**src/rtl/odd_par_tx_ctrl_if.sv**
```systemverilog
// Request handshake between a word producer and the odd-parity serial transmitter.
interface odd_par_tx_ctrl_if #(
    parameter int unsigned N = 8
) ();
    logic [N-1:0] data_in;
    logic         valid_in;
    logic         ready_out;

    modport master (
        output data_in,
        output valid_in,
        input  ready_out
    );

    modport slave (
        input  data_in,
        input  valid_in,
        output ready_out
    );
endinterface

```
**src/rtl/odd_par_tx_ctrl.sv**
```systemverilog
// Serial transmitter: start bit, N data bits LSB first, odd parity bit, stop bit.
// Each bit is held for CLKS_PER_BIT clocks. A frame is accepted only while idle.
module odd_par_tx_ctrl #(
    parameter int unsigned N            = 8,
    parameter int unsigned CLKS_PER_BIT = 4
) (
    input  logic                 clk,
    input  logic                 rst,
    odd_par_tx_ctrl_if.slave     bus,
    output logic                 tx_out,
    output logic                 busy,
    output logic                 done,
    output logic [15:0]          frame_cnt
);

    localparam int unsigned CntW = (CLKS_PER_BIT > 1) ? $clog2(CLKS_PER_BIT) : 1;
    localparam int unsigned IdxW = $clog2(N);
    localparam logic [CntW-1:0] CntLast = CntW'(CLKS_PER_BIT - 1);
    localparam logic [IdxW-1:0] IdxLast = IdxW'(N - 1);

    typedef enum logic [2:0] {
        StIdle,
        StStart,
        StData,
        StParity,
        StStop
    } state_e;

    state_e          state_q, state_d;
    logic [CntW-1:0] bit_cnt_q, bit_cnt_d;
    logic [IdxW-1:0] bit_idx_q, bit_idx_d;
    logic [N-1:0]    data_q, data_d;
    logic            done_q, done_d;
    logic [15:0]     frame_cnt_q, frame_cnt_d;
    logic            bit_end;

    // Ready is also gated by rst so no word is taken during a reset cycle.
    assign bus.ready_out = (state_q == StIdle) && !rst;
    assign bit_end       = (bit_cnt_q == CntLast);

    // Next-state logic: bit timing, state sequencing, word latch and frame counting.
    always_comb begin
        state_d     = state_q;
        bit_cnt_d   = bit_cnt_q;
        bit_idx_d   = bit_idx_q;
        data_d      = data_q;
        done_d      = 1'b0;
        frame_cnt_d = frame_cnt_q;

        // Counter wraps at the end of every bit, which is also where states change.
        if (state_q != StIdle) begin
            bit_cnt_d = bit_end ? '0 : bit_cnt_q + CntW'(1);
        end

        unique case (state_q)
            StIdle: begin
                if (bus.valid_in) begin
                    state_d   = StStart;
                    data_d    = bus.data_in;
                    bit_cnt_d = '0;
                    bit_idx_d = '0;
                end
            end
            StStart: begin
                if (bit_end) state_d = StData;
            end
            StData: begin
                if (bit_end) begin
                    if (bit_idx_q == IdxLast) begin
                        state_d   = StParity;
                        bit_idx_d = '0;
                    end else begin
                        bit_idx_d = bit_idx_q + IdxW'(1);
                    end
                end
            end
            StParity: begin
                if (bit_end) state_d = StStop;
            end
            StStop: begin
                if (bit_end) begin
                    state_d     = StIdle;
                    done_d      = 1'b1;
                    frame_cnt_d = frame_cnt_q + 16'd1;
                end
            end
            default: state_d = StIdle;
        endcase
    end

    // State registers with synchronous reset; reset aborts any frame in flight.
    always_ff @(posedge clk) begin
        if (rst) begin
            state_q     <= StIdle;
            bit_cnt_q   <= '0;
            bit_idx_q   <= '0;
            data_q      <= '0;
            done_q      <= 1'b0;
            frame_cnt_q <= 16'd0;
        end else begin
            state_q     <= state_d;
            bit_cnt_q   <= bit_cnt_d;
            bit_idx_q   <= bit_idx_d;
            data_q      <= data_d;
            done_q      <= done_d;
            frame_cnt_q <= frame_cnt_d;
        end
    end

    // Serial line level decoded from state; parity uses the latched word only.
    always_comb begin
        tx_out = 1'b1;
        unique case (state_q)
            StStart:  tx_out = 1'b0;
            StData:   tx_out = data_q[bit_idx_q];
            StParity: tx_out = ~^data_q;
            default:  tx_out = 1'b1;
        endcase
    end

    assign busy      = (state_q != StIdle);
    assign done      = done_q;
    assign frame_cnt = frame_cnt_q;

endmodule

```
**src/flat_wrapper.sv**
```systemverilog
// flat-port wrapper written by rule: the top's interface ports become plain ports
module odd_par_tx_ctrl_flat 
#(
    parameter int unsigned N            = 8,
    parameter int unsigned CLKS_PER_BIT = 4
)
  (clk, rst, tx_out, busy, done, frame_cnt, bus_data_in, bus_valid_in, bus_ready_out);
  odd_par_tx_ctrl_if #(.N(N)) bus_i ();
  input  logic clk;
  input  logic rst;
  output logic tx_out;
  output logic busy;
  output logic done;
  output logic [15:0] frame_cnt;
  input wire logic [$bits(bus_i.data_in)-1:0] bus_data_in;
  input wire logic [$bits(bus_i.valid_in)-1:0] bus_valid_in;
  output wire logic [$bits(bus_i.ready_out)-1:0] bus_ready_out;
  assign bus_i.data_in = bus_data_in;
  assign bus_i.valid_in = bus_valid_in;
  assign bus_ready_out = bus_i.ready_out;
  odd_par_tx_ctrl #(.N(N), .CLKS_PER_BIT(CLKS_PER_BIT)) u_core (.clk(clk), .rst(rst), .bus(bus_i), .tx_out(tx_out), .busy(busy), .done(done), .frame_cnt(frame_cnt));
endmodule
```
**config.mk**
```make
export PLATFORM = sky130hd
export DESIGN_NAME = odd_par_tx_ctrl_flat
export DESIGN_NICKNAME = d
export VERILOG_FILES = /design/src/rtl/odd_par_tx_ctrl_if.sv /design/src/rtl/odd_par_tx_ctrl.sv /design/src/flat_wrapper.sv
export SDC_FILE = /design/constraint.sdc
export NUM_CORES = 1
export LEC_CHECK = 0
export BUFFER_PORTS_ARGS = -buffer_cell sky130_fd_sc_hd__buf_4
export CORE_UTILIZATION = 27
export CTS_BUF_LIST = sky130_fd_sc_hd__clkbuf_4 sky130_fd_sc_hd__clkbuf_8
export CTS_CLUSTER_DIAMETER = 30
export DETAILED_ROUTE_END_ITERATION = 7
export GPL_ROUTABILITY_DRIVEN = 0
export PLACE_DENSITY_LB_ADDON = 0.08
export REMOVE_ABC_BUFFERS = 1
export SLEW_MARGIN = 30
export SYNTH_ARGS = -nofsm -noshare
export SYNTH_HDL_FRONTEND = slang
export SYNTH_SLANG_ARGS = --single-unit
```
**constraint.sdc**
```tcl
create_clock -name clk -period 1.5 [get_ports clk]
set_input_delay 0.15 -clock clk [delete_from_list [all_inputs] [get_ports clk]]
set_output_delay 0.15 -clock clk [all_outputs]
set_load 0.05 [all_outputs]
```
==> flow_summary.json, run 1 <==
{
  "combPwrFrac_pct": 12.1,
  "final_cells": 329,
  "cts.path.max_buffers": 2,
  "overflow": 0,
  "grt_pass1_vias": 1501,
  "max_stage_delay_ns": 0.49,
  "fill_cells": 578,
  "coreArea_um2": 5680,
  "total_power_uw": 1880,
  "hpwl_um": 2790,
  "pwr-share-clk_pct": 39.8,
  "worst_pin_slew_ns": 0.426,
  "tns_ns": -0.363,
  "drv_slew": 0,
  "arrival_ns": 1.63,
  "violations": "negative setup slack",
  "max-cap-violations": 0,
  "ctsHoldBuffers": 0,
  "power_density_nw_per_um2": 752,
  "p_sw_uw": 464,
  "cts_tree": "done",
  "dp.cells": 310,
  "fin_skew_ns": 0.00672,
  "netSwitchingFraction_pct": 24.7,
  "antenna_found_initial": 0,
  "die-height_um": 79.8,
  "critical_path.cell_chain": "mux4_2, nand2b_4, o311ai_4, o221ai_2, buf_6",
  "yosysTopAreaCellShare_pct": 40.5,
  "cts_buffers": 5,
  "insertion_delay_ns": 0.28,
  "setup_viol": 4,
  "grt_max_degree": 39,
  "grt_use_total_pct": 13.5,
  "synthCells": 188,
  "syn_avg_cell_area_um2": 8.69,
  "drive_above_1_share_pct": 45.1,
  "seq_area_frac_synth_pct": 40.5,
  "die-area_um2": 6360,
  "drc": 0,
  "synth_top_cells_by_count": "33 x dfxtp_1, 27 x nand2_1, 23 x nor2_1, 15 x xnor2_1, 14 x a21oi_1",
  "pre_cts_ws_ns": -0.162,
  "peakVddDrop_mv": 0.476,
  "wl_per_cell_um": 12.3,
  "boundaryPins": 31,
  "cp.required_ns": 1.35,
  "seqPwrFrac_pct": 48.1,
  "cp-start-kind": "register",
  "drt-initial-drc-count": 53,
  "cp-end-kind": "primary output",
  "yosys.cell_count.top_type": "dfxtp_1",
  "p_int_uw": 1420,
  "path_max_fanout": 3,
  "max_freq_mhz": 561,
  "ys_ff_latch": 33,
  "hold_violations": 0,
  "num_vias": 1516,
  "fin_crit_sh_pct": 119,
  "design_area_um2": 2500,
  "ys_async_sr_fraction_pct": 0,
  "initial_core_util_pct": 28.8,
  "netlist_area_um2": 1630,
  "dpl-instance-area_um2": 2120,
  "cellLeakagePower_uw": 0.00108,
  "cts.sinks": 33,
  "critPathKind": "reg2out",
  "cp_slowest_cell": "mux4_2",
  "outcome": "finished with violations",
  "drt_wl_total_um": 4040,
  "grt_pass1_wl_um": 6530,
  "yosys_warnings": 0,
  "fp.dieW_um": 79.8,
  "antenna_left": 0,
  "cts.clk_slew.worst_paths_ns": 0.07,
  "drtPass1Iterations": 3,
  "hold_class": "in2reg",
  "yosys.area.top_type": "dfxtp_1",
  "syn_to_final_growth_pct": 53.3,
  "setup_slack_ns": -0.284,
  "root_buffer": "clkbuf_8",
  "synth_cell_type_count": 42,
  "io_buffers": 30,
  "rsz0062_at_grt": "true",
  "nets": 271,
  "viasPerCell": 4.61,
  "h-tree-depth": 2,
  "synthFlopType": "dfxtp_1",
  "synth_edf_count": 0,
  "period_needed_ns": 1.78,
  "ys_top_cells_by_area": "dfxtp_1 40%, xnor2_1 8.0%, nand2_1 6.2%, nor2_1 5.3%, a21oi_1 4.3%",
  "fp-row-count": 27,
  "n_antenna_cell": 0,
  "max_slew_margin_pct": 70.9
}
-- area by class of cell --
cell class	instances	area [um^2]	area share, %
Multi-Input combinational cell	140	1050	42.0
Sequential cell	33	672	26.8
Timing Repair Buffer	71	571	22.8
Clock buffer	7	96.3	3.85
Tap cell	72	90.1	3.60
Inverter	5	18.8	0.750
Clock inverter	1	5.00	0.200
-- power groups by stage --
stage / logic [uW] / registers (uW) / clock network [uW]
2_1_floorplan: 108 / 928 / 0
3_3_place_gp: 200 / 926 / 0
3_5_place_dp: 203 / 926 / 0
4_1_cts: 216 / 907 / 782
5_1_grt: 248 / 908 / 819
6_report: 227 / 906 / 749
-- critical path, delay by kind of cell (launching register included) --
kind	cells	cell delay, ns
AOI/OAI and AO/OA	2	0.19
buffers and inverters	1	0.17
DFF	1	0.35
muxes	1	0.49
and+or+nand+nor	1	0.16
-- logic make-up after synthesis --
family	after synthesis	share of synthesized area [%]
compound gates	21	7.51
xor+xnor	18	9.66
fa+ha+maj	4	3.07
buf+inv	15	4.67
flops	33	40.5
mux	7	5.44
simple gates	90	29.2
-- routing by layer --
metal	wire, um	global-route usage [%]
met2	2100	23.8
met5	0	0
met4	63	5.54
met1	1760	15.1
met3	112	3.54
-- placed cells by master, fill, tap and decap left out, drive strengths merged --
cell type,netlist,layout
mux2i,1,1
and4bb,1,1
mux2,5,5
nor2b,4,4
or3,2,2
nor3,8,8
o311ai,1,1
dfxtp,33,33
o21ai,1,1
nor4bb,1,1
a2111oi,1,1
clkinv,0,1
inv,5,5
o221ai,1,1
nor4,3,3
a311oi,1,1
a31oi,2,2
nand3b,2,2
nand2,27,27
a21oi,14,14
nand4bb,2,2
nor2,24,24
nand3,10,10
clkbuf,5,7
and3,1,1
or2,1,1
ha,4,4
mux4,1,1
nand4b,1,1
xnor2,15,15
buf,5,71
nand2b,1,1
xor2,3,3
nand4,2,2
-- flip-flops by register name, indices dropped and copies added, names as in the netlist --
signal,cells
u_core.bit_cnt_q,2
u_core.bit_idx_q,3
u_core.data_q,8
u_core.done,1
u_core.frame_cnt,16
u_core.state_q,3
-- worst paths after layout --
| path | from | endpoint | slack, ns | cells past startpoint |
|---|---|---|---|---|
| min | bus_data_in[4] | u_core.data_q[4] | 0.11 | 3 |
| max | u_core.bit_idx_q[1] | tx_out | -0.28 | 5 |
| max reg2reg | u_core.bit_cnt_q[0] | u_core.frame_cnt[9] | -0.04 | 6 |
| min reg2reg | u_core.frame_cnt[1] | u_core.frame_cnt[1] | 0.49 | 2 |
-- through the flow --
stage	hold WS, ns	util [%]
global route	0.109	44.1
floorplan	0.219	-
global placement	0.399	37.3
detailed placement	0.408	37.3
finish	0.107	44.1
CTS	0.0998	40.9
-- what timing repair did --
action                                  in CTS  in global routing
buffers inserted                             4                  7
pin swaps                                    5                  8
endpoints found under the setup margin      12                 15
resized for setup                           18                 29
Power figures use the tool's default switching activity.
==> run 2: changes to the inputs <==
GPL_TIMING_DRIVEN = 0   (was default)
RECOVER_POWER = 50   (was default)
==> run 2 against run 1 <==
  * The run still ends with negative setup slack left
  * Sequential power about the same
  * Clock skew about the same
  * Utilization down 5.4 points
  * Combinational power down 17%
  * Worst setup slack worse by 0.057 ns
  * Maximum frequency down 3.1%
  * Routed wire length down 8.1%
  * Hold slack better by 0.012 ns
  * Critical endpoint unchanged
==> flow_summary.json, run 2 (same netlist as run 1, synthesis figures left out) <==
{
  "initial_core_util_pct": 28.8,
  "cts_tree": "done",
  "grt_pass1_wl_um": 6070,
  "max_slew_margin_pct": 59.4,
  "path_max_fanout": 4,
  "root_buffer": "clkbuf_8",
  "hold_violations": 0,
  "fin_crit_sh_pct": 123,
  "drt_wl_total_um": 3710,
  "cp-end-kind": "primary output",
  "h-tree-depth": 2,
  "max-cap-violations": 0,
  "cpLargestDelayFamily": "multiplexers",
  "violations": "negative setup slack",
  "drtPass1Iterations": 4,
  "critPathKind": "reg2out",
  "dpl-instance-area_um2": 1890,
  "design_area_um2": 2200,
  "cellLeakagePower_uw": 0.000832,
  "fill_cells": 621,
  "cp-start-kind": "register",
  "insertion_delay_ns": 0.28,
  "hold_class": "in2reg",
  "worst-r2r-cell-count": 5,
  "p_int_uw": 1360,
  "cts.clk_slew.worst_paths_ns": 0.06,
  "final_cell_mix": "25 x nand2_1, 22 x nor2_1, 20 x buf_4, 20 x dfxtp_1, 16 x clkbuf_1",
  "max_stage_delay_ns": 0.50,
  "drc": 0,
  "cp.depth": 5,
  "nets": 244,
  "worst_pin_slew_ns": 0.612,
  "hpwl_um": 2440,
  "cp.required_ns": 1.35,
  "fin_util_pct": 38.7,
  "fp.dieW_um": 79.8,
  "setup_viol": 11,
  "wl_per_cell_um": 12.3,
  "worst-path-buf-inv": 1,
  "drive_above_1_share_pct": 33.6,
  "grt_pass1_vias": 1283,
  "arrival_ns": 1.69,
  "grt_max_degree": 39,
  "outcome": "finished with violations",
  "cp_slowest_cell": "mux4_2",
  "n_antenna_cell": 0,
  "overflow": 0,
  "grt_use_total_pct": 12.5,
  "drt-initial-drc-count": 71,
  "cts.path.max_buffers": 2,
  "fp-row-count": 27,
  "cts_buffers": 5,
  "final_common_cell": "nand2_1",
  "fin_skew_ns": 0.00657,
  "viasPerCell": 4.59,
  "seqPwrFrac_pct": 51.2,
  "critical_path.cell_chain": "mux4_2, nand2b_4, o311ai_4, o221ai_2, buf_6",
  "die-area_um2": 6360,
  "peakVddDrop_mv": 0.325,
  "drv_slew": 0,
  "hold_path_depth": 3,
  "ctsHoldBuffers": 0,
  "largest_reg_flops": 16,
  "r2r_slack_ns": -0.16,
  "period_needed_ns": 1.84,
  "combPwrFrac_pct": 10.7,
  "netSwitchingFraction_pct": 23.6,
  "antenna_found_initial": 0,
  "setup_slack_ns": -0.341,
  "coreArea_um2": 5680,
  "p_sw_uw": 418,
  "io_buffers": 30,
  "cts.sinks": 33,
  "antenna_left": 0,
  "boundaryPins": 31,
  "rsz0062_at_grt": "true",
  "pwr-share-clk_pct": 38.2,
  "syn_to_final_growth_pct": 34.6,
  "num_vias": 1381,
  "max_freq_mhz": 543,
  "die-height_um": 79.8,
  "power_density_nw_per_um2": 807
}
run 2: changes by cell type in the layout (fill, tap and decap cells not counted), moves of 2 or more:
| cell | change |
|---|---|
| clkbuf_1 | +16 |
| buf_6 | -4 |
| buf_4 | -42 |
| dfxtp_1 | -6 |
| dfxtp_4 | +4 |
| nor3_4 | -2 |
| dfxtp_2 | +2 |
| clkbuf_2 | +4 |
run 2: metrics by stage:
| stage | setup WS [ns] | setup TNS (ns) | total power (uW) | instances | hold WS (ns) |
|---|---|---|---|---|---|
| 6_report | -0.341 | -1.12 | 1770 | 301 | 0.119 |
| 5_1_grt | -0.410 | -2.77 | 1860 | 301 | 0.121 |
| 4_1_cts | -0.345 | -0.357 | 1810 | 295 | 0.109 |
| 3_5_place_dp | -0.582 | -3.46 | 1100 | 280 | 0.408 |
| 3_3_place_gp | -0.563 | -3.15 | 1100 | 280 | 0.402 |
| 2_1_floorplan | -0.403 | -2.66 | 1040 | 178 | 0.219 |
run 2: path summary, 6_finish.rpt:
kind,from,endpoint
worst max-delay path,u_core.bit_idx_q[1],tx_out
worst min-delay path,bus_data_in[3],u_core.data_q[3]
worst max register to register,u_core.bit_cnt_q[1],u_core.frame_cnt[13]
worst min register to register,u_core.data_q[7],u_core.data_q[7]
run 2: power by group through the flow:
stage | sequential [uW] | combinational, uW | clock [uW]
after floorplan | 928 | 108 | 0
after global placement | 933 | 165 | 0
after detailed placement | 933 | 167 | 0
after CTS | 915 | 185 | 711
after global routing | 909 | 206 | 750
final | 907 | 189 | 677
run 2: area by class of cell:
type	instances	area [um^2]	share of cell area [%]
clock buffer	7	90.1	4.10
inverter	5	18.8	0.854
multi-input combinational	140	1030	47.1
sequential	33	689	31.4
tap	72	90.1	4.10
timing repair buffer	44	275	12.5
run 2: what timing repair did:
| item | in CTS | in global routing |
|---|---|---|
| endpoints found under the setup margin | 25 | 14 |
| gates resized for setup | 27 | 23 |
| pin swaps | 7 | 9 |
| setup buffers | 8 | 7 |
run 2: per-layer routing:
layer | up-vias | routed length (um) | global-route usage (%)
met2 | 17 | 1900 | 21.5
met1 | 636 | 1640 | 14.5
met5 | - | 0 | 0
met3 | 6 | 125 | 4.11
li1 | 722 | - | -
met4 | 0 | 48 | 4.29
run 2: worst min-delay path: cells and delay by family:
kind / cells / cell delay, ns
compound gates: 1 / 0.05
buf+inv: 1 / 0.11
simple gates: 1 / 0.04
==> run 3: changes to the inputs <==
--- a/config.mk
+++ b/config.mk
@@ -14,5 +14,4 @@
 export GPL_TIMING_DRIVEN = 0
 export PLACE_DENSITY_LB_ADDON = 0.08
-export RECOVER_POWER = 50
 export REMOVE_ABC_BUFFERS = 1
 export SLEW_MARGIN = 30
==> constraint.sdc (replaced) <==
create_clock -name clk -period 1.5 [get_ports clk]
set_input_delay 0.15 -clock clk [delete_from_list [all_inputs] [get_ports clk]]
set_output_delay 0.15 -clock clk [all_outputs]
set_load 0.1 [all_outputs]
==> run 3 against run 2 <==
  * Hold slack about the same
  * Sequential cell count is the same
  * Non-clock buffer count up 1
  * Utilization rose by 2.0 points
  * Sequential power barely moved
  * Die area did not move
  * The run still ends with negative setup slack left
  * Critical path type unchanged
  * Largest power group unchanged
  * Power grew 2.1%
  * Routed wire length is 1.6% higher
  * Sequential share of layout area is 1.5 points lower
  * Highest routed layer unchanged
  * Cell count grew 0.33%
  * Global-route usage stayed put
==> flow_summary.json, run 3 (same netlist as run 1, synthesis figures left out) <==
{
  "outcome": "finished with violations",
  "violations": "negative setup slack",
  "max_freq_mhz": 533,
  "syn_to_final_growth_pct": 41.5,
  "grt_max_degree": 39,
  "hpwl_um": 2440,
  "cts.sinks": 33,
  "viasPerCell": 4.63,
  "fin_util_pct": 40.7,
  "hold_slack_ns": 0.119,
  "hold_violations": 0,
  "coreArea_um2": 5680,
  "grt_use_total_pct": 12.5,
  "cts.path.max_buffers": 2,
  "worst_pin_slew_ns": 0.414,
  "rsz0062_at_grt": "true",
  "max-cap-violations": 0,
  "cellLeakagePower_uw": 0.000911,
  "fill_cells": 596,
  "cp-start-kind": "register",
  "cts_buffers": 5,
  "fin_crit_sh_pct": 125,
  "nets": 245,
  "n_antenna_cell": 0,
  "path_max_fanout": 4,
  "final_cell_mix": "40 x buf_4, 25 x nand2_1, 22 x nor2_1, 19 x dfxtp_1",
  "setup_slack_ns": -0.375,
  "die-height_um": 79.8,
  "num_vias": 1397,
  "critical_path.cell_chain": "mux4_2, nand2b_4, o311ai_4, o221ai_2, buf_8",
  "boundaryPins": 31,
  "largest_reg_flops": 16,
  "wl_per_cell_um": 12.5,
  "fp-row-count": 27,
  "arrival_ns": 1.73,
  "cts.clk_slew.worst_paths_ns": 0.06,
  "drt-initial-drc-count": 93,
  "grt_pass1_wl_um": 6070,
  "period_needed_ns": 1.88,
  "cp.required_ns": 1.35,
  "final_common_cell": "buf_4",
  "total_power_uw": 1810,
  "setup_viol": 3,
  "initial_core_util_pct": 28.8,
  "antenna_left": 0,
  "power_density_nw_per_um2": 783,
  "drive_above_1_share_pct": 41.7,
  "drtPass1Iterations": 4,
  "cp_slowest_cell": "mux4_2",
  "max_slew_margin_pct": 72.4,
  "drv_slew": 0,
  "cts_tree": "done",
  "root_buffer": "clkbuf_8",
  "critPathKind": "reg2out",
  "fp.dieW_um": 79.8,
  "hold_class": "in2reg",
  "antenna_found_initial": 0,
  "overflow": 0,
  "io_buffers": 30,
  "peakVddDrop_mv": 0.333,
  "die-area_um2": 6360,
  "drc": 0,
  "worst-path-buf-inv": 1,
  "fin_skew_ns": 0.00669,
  "max_stage_delay_ns": 0.50,
  "cp-end-kind": "primary output",
  "cpLargestDelayFamily": "multiplexers",
  "drt_wl_total_um": 3770,
  "h-tree-depth": 2,
  "insertion_delay_ns": 0.28,
  "grt_pass1_vias": 1281
}
## run 3: cell count changes in the layout (fill, tap and decap cells not counted), sizes merged
cell / previous run / this run
buf: 24 / 45
clkbuf: 27 / 7
## run 3: timing repair
item,4_1_cts,5_1_grt
buffers inserted,8,8
pin swaps,7,9
gates resized for setup,28,27
endpoints found under the setup margin,25,14
hold buffers,0,0
## run 3: where the power goes
part	switching [uW]	leakage [uW]	total [uW]	internal, uW
sequential	21.7	0.000276	909	887
combinational	130	0.000587	225	95.6
clock	295	0.0000477	676	382
total	446	0.000911	1810	1360
## run 3: per-layer routing
layer	vias up	share of wire (%)	global-route usage [%]
li1	724	-	-
met1	651	44	14.5
met2	16	51	21.5
met3	6	3.6	4.11
met4	0	1.3	4.29
met5	-	0	0
## run 3: per-stage QoR
step           setup slack [ns]  setup TNS, ns  cell area (um^2)  instances
6_report                 -0.375         -0.521              2310        302
5_1_grt                  -0.448         -0.865              2310        302
4_1_cts                  -0.377         -0.390              2140        295
3_5_place_dp             -0.582          -3.50              1890        280
3_3_place_gp             -0.563          -3.19              1890        280
2_1_floorplan             -1.22         -11.53              1580        178
## run 3: worst reg2reg max path, delay by kind of cell, from the launching register on
kind	cells	cell delay [ns]
DFF	1	0.35
muxes	1	0.31
adders and majority gates	1	0.16
and+or+nand+nor	3	0.66
## run 3: final timing paths
| check | start | end | slack (ns) | depth (start not counted) |
|---|---|---|---|---|
| max | u_core.bit_idx_q[1] | tx_out | -0.38 | 5 |
| min reg2reg | u_core.data_q[4] | u_core.data_q[4] | 0.49 | 2 |
| min | bus_data_in[3] | u_core.data_q[3] | 0.12 | 3 |
| max reg2reg | u_core.bit_cnt_q[1] | u_core.frame_cnt[13] | -0.08 | 5 |
## run 3: final cells by class
type | count | area [um^2] | share of cell area, %
flip-flops and latches | 33 | 691 | 29.9
repair buffers | 45 | 369 | 16.0
clock buffers | 7 | 90.1 | 3.90
well taps | 72 | 90.1 | 3.90
inverters | 5 | 18.8 | 0.812
multi-input cells | 140 | 1050 | 45.5
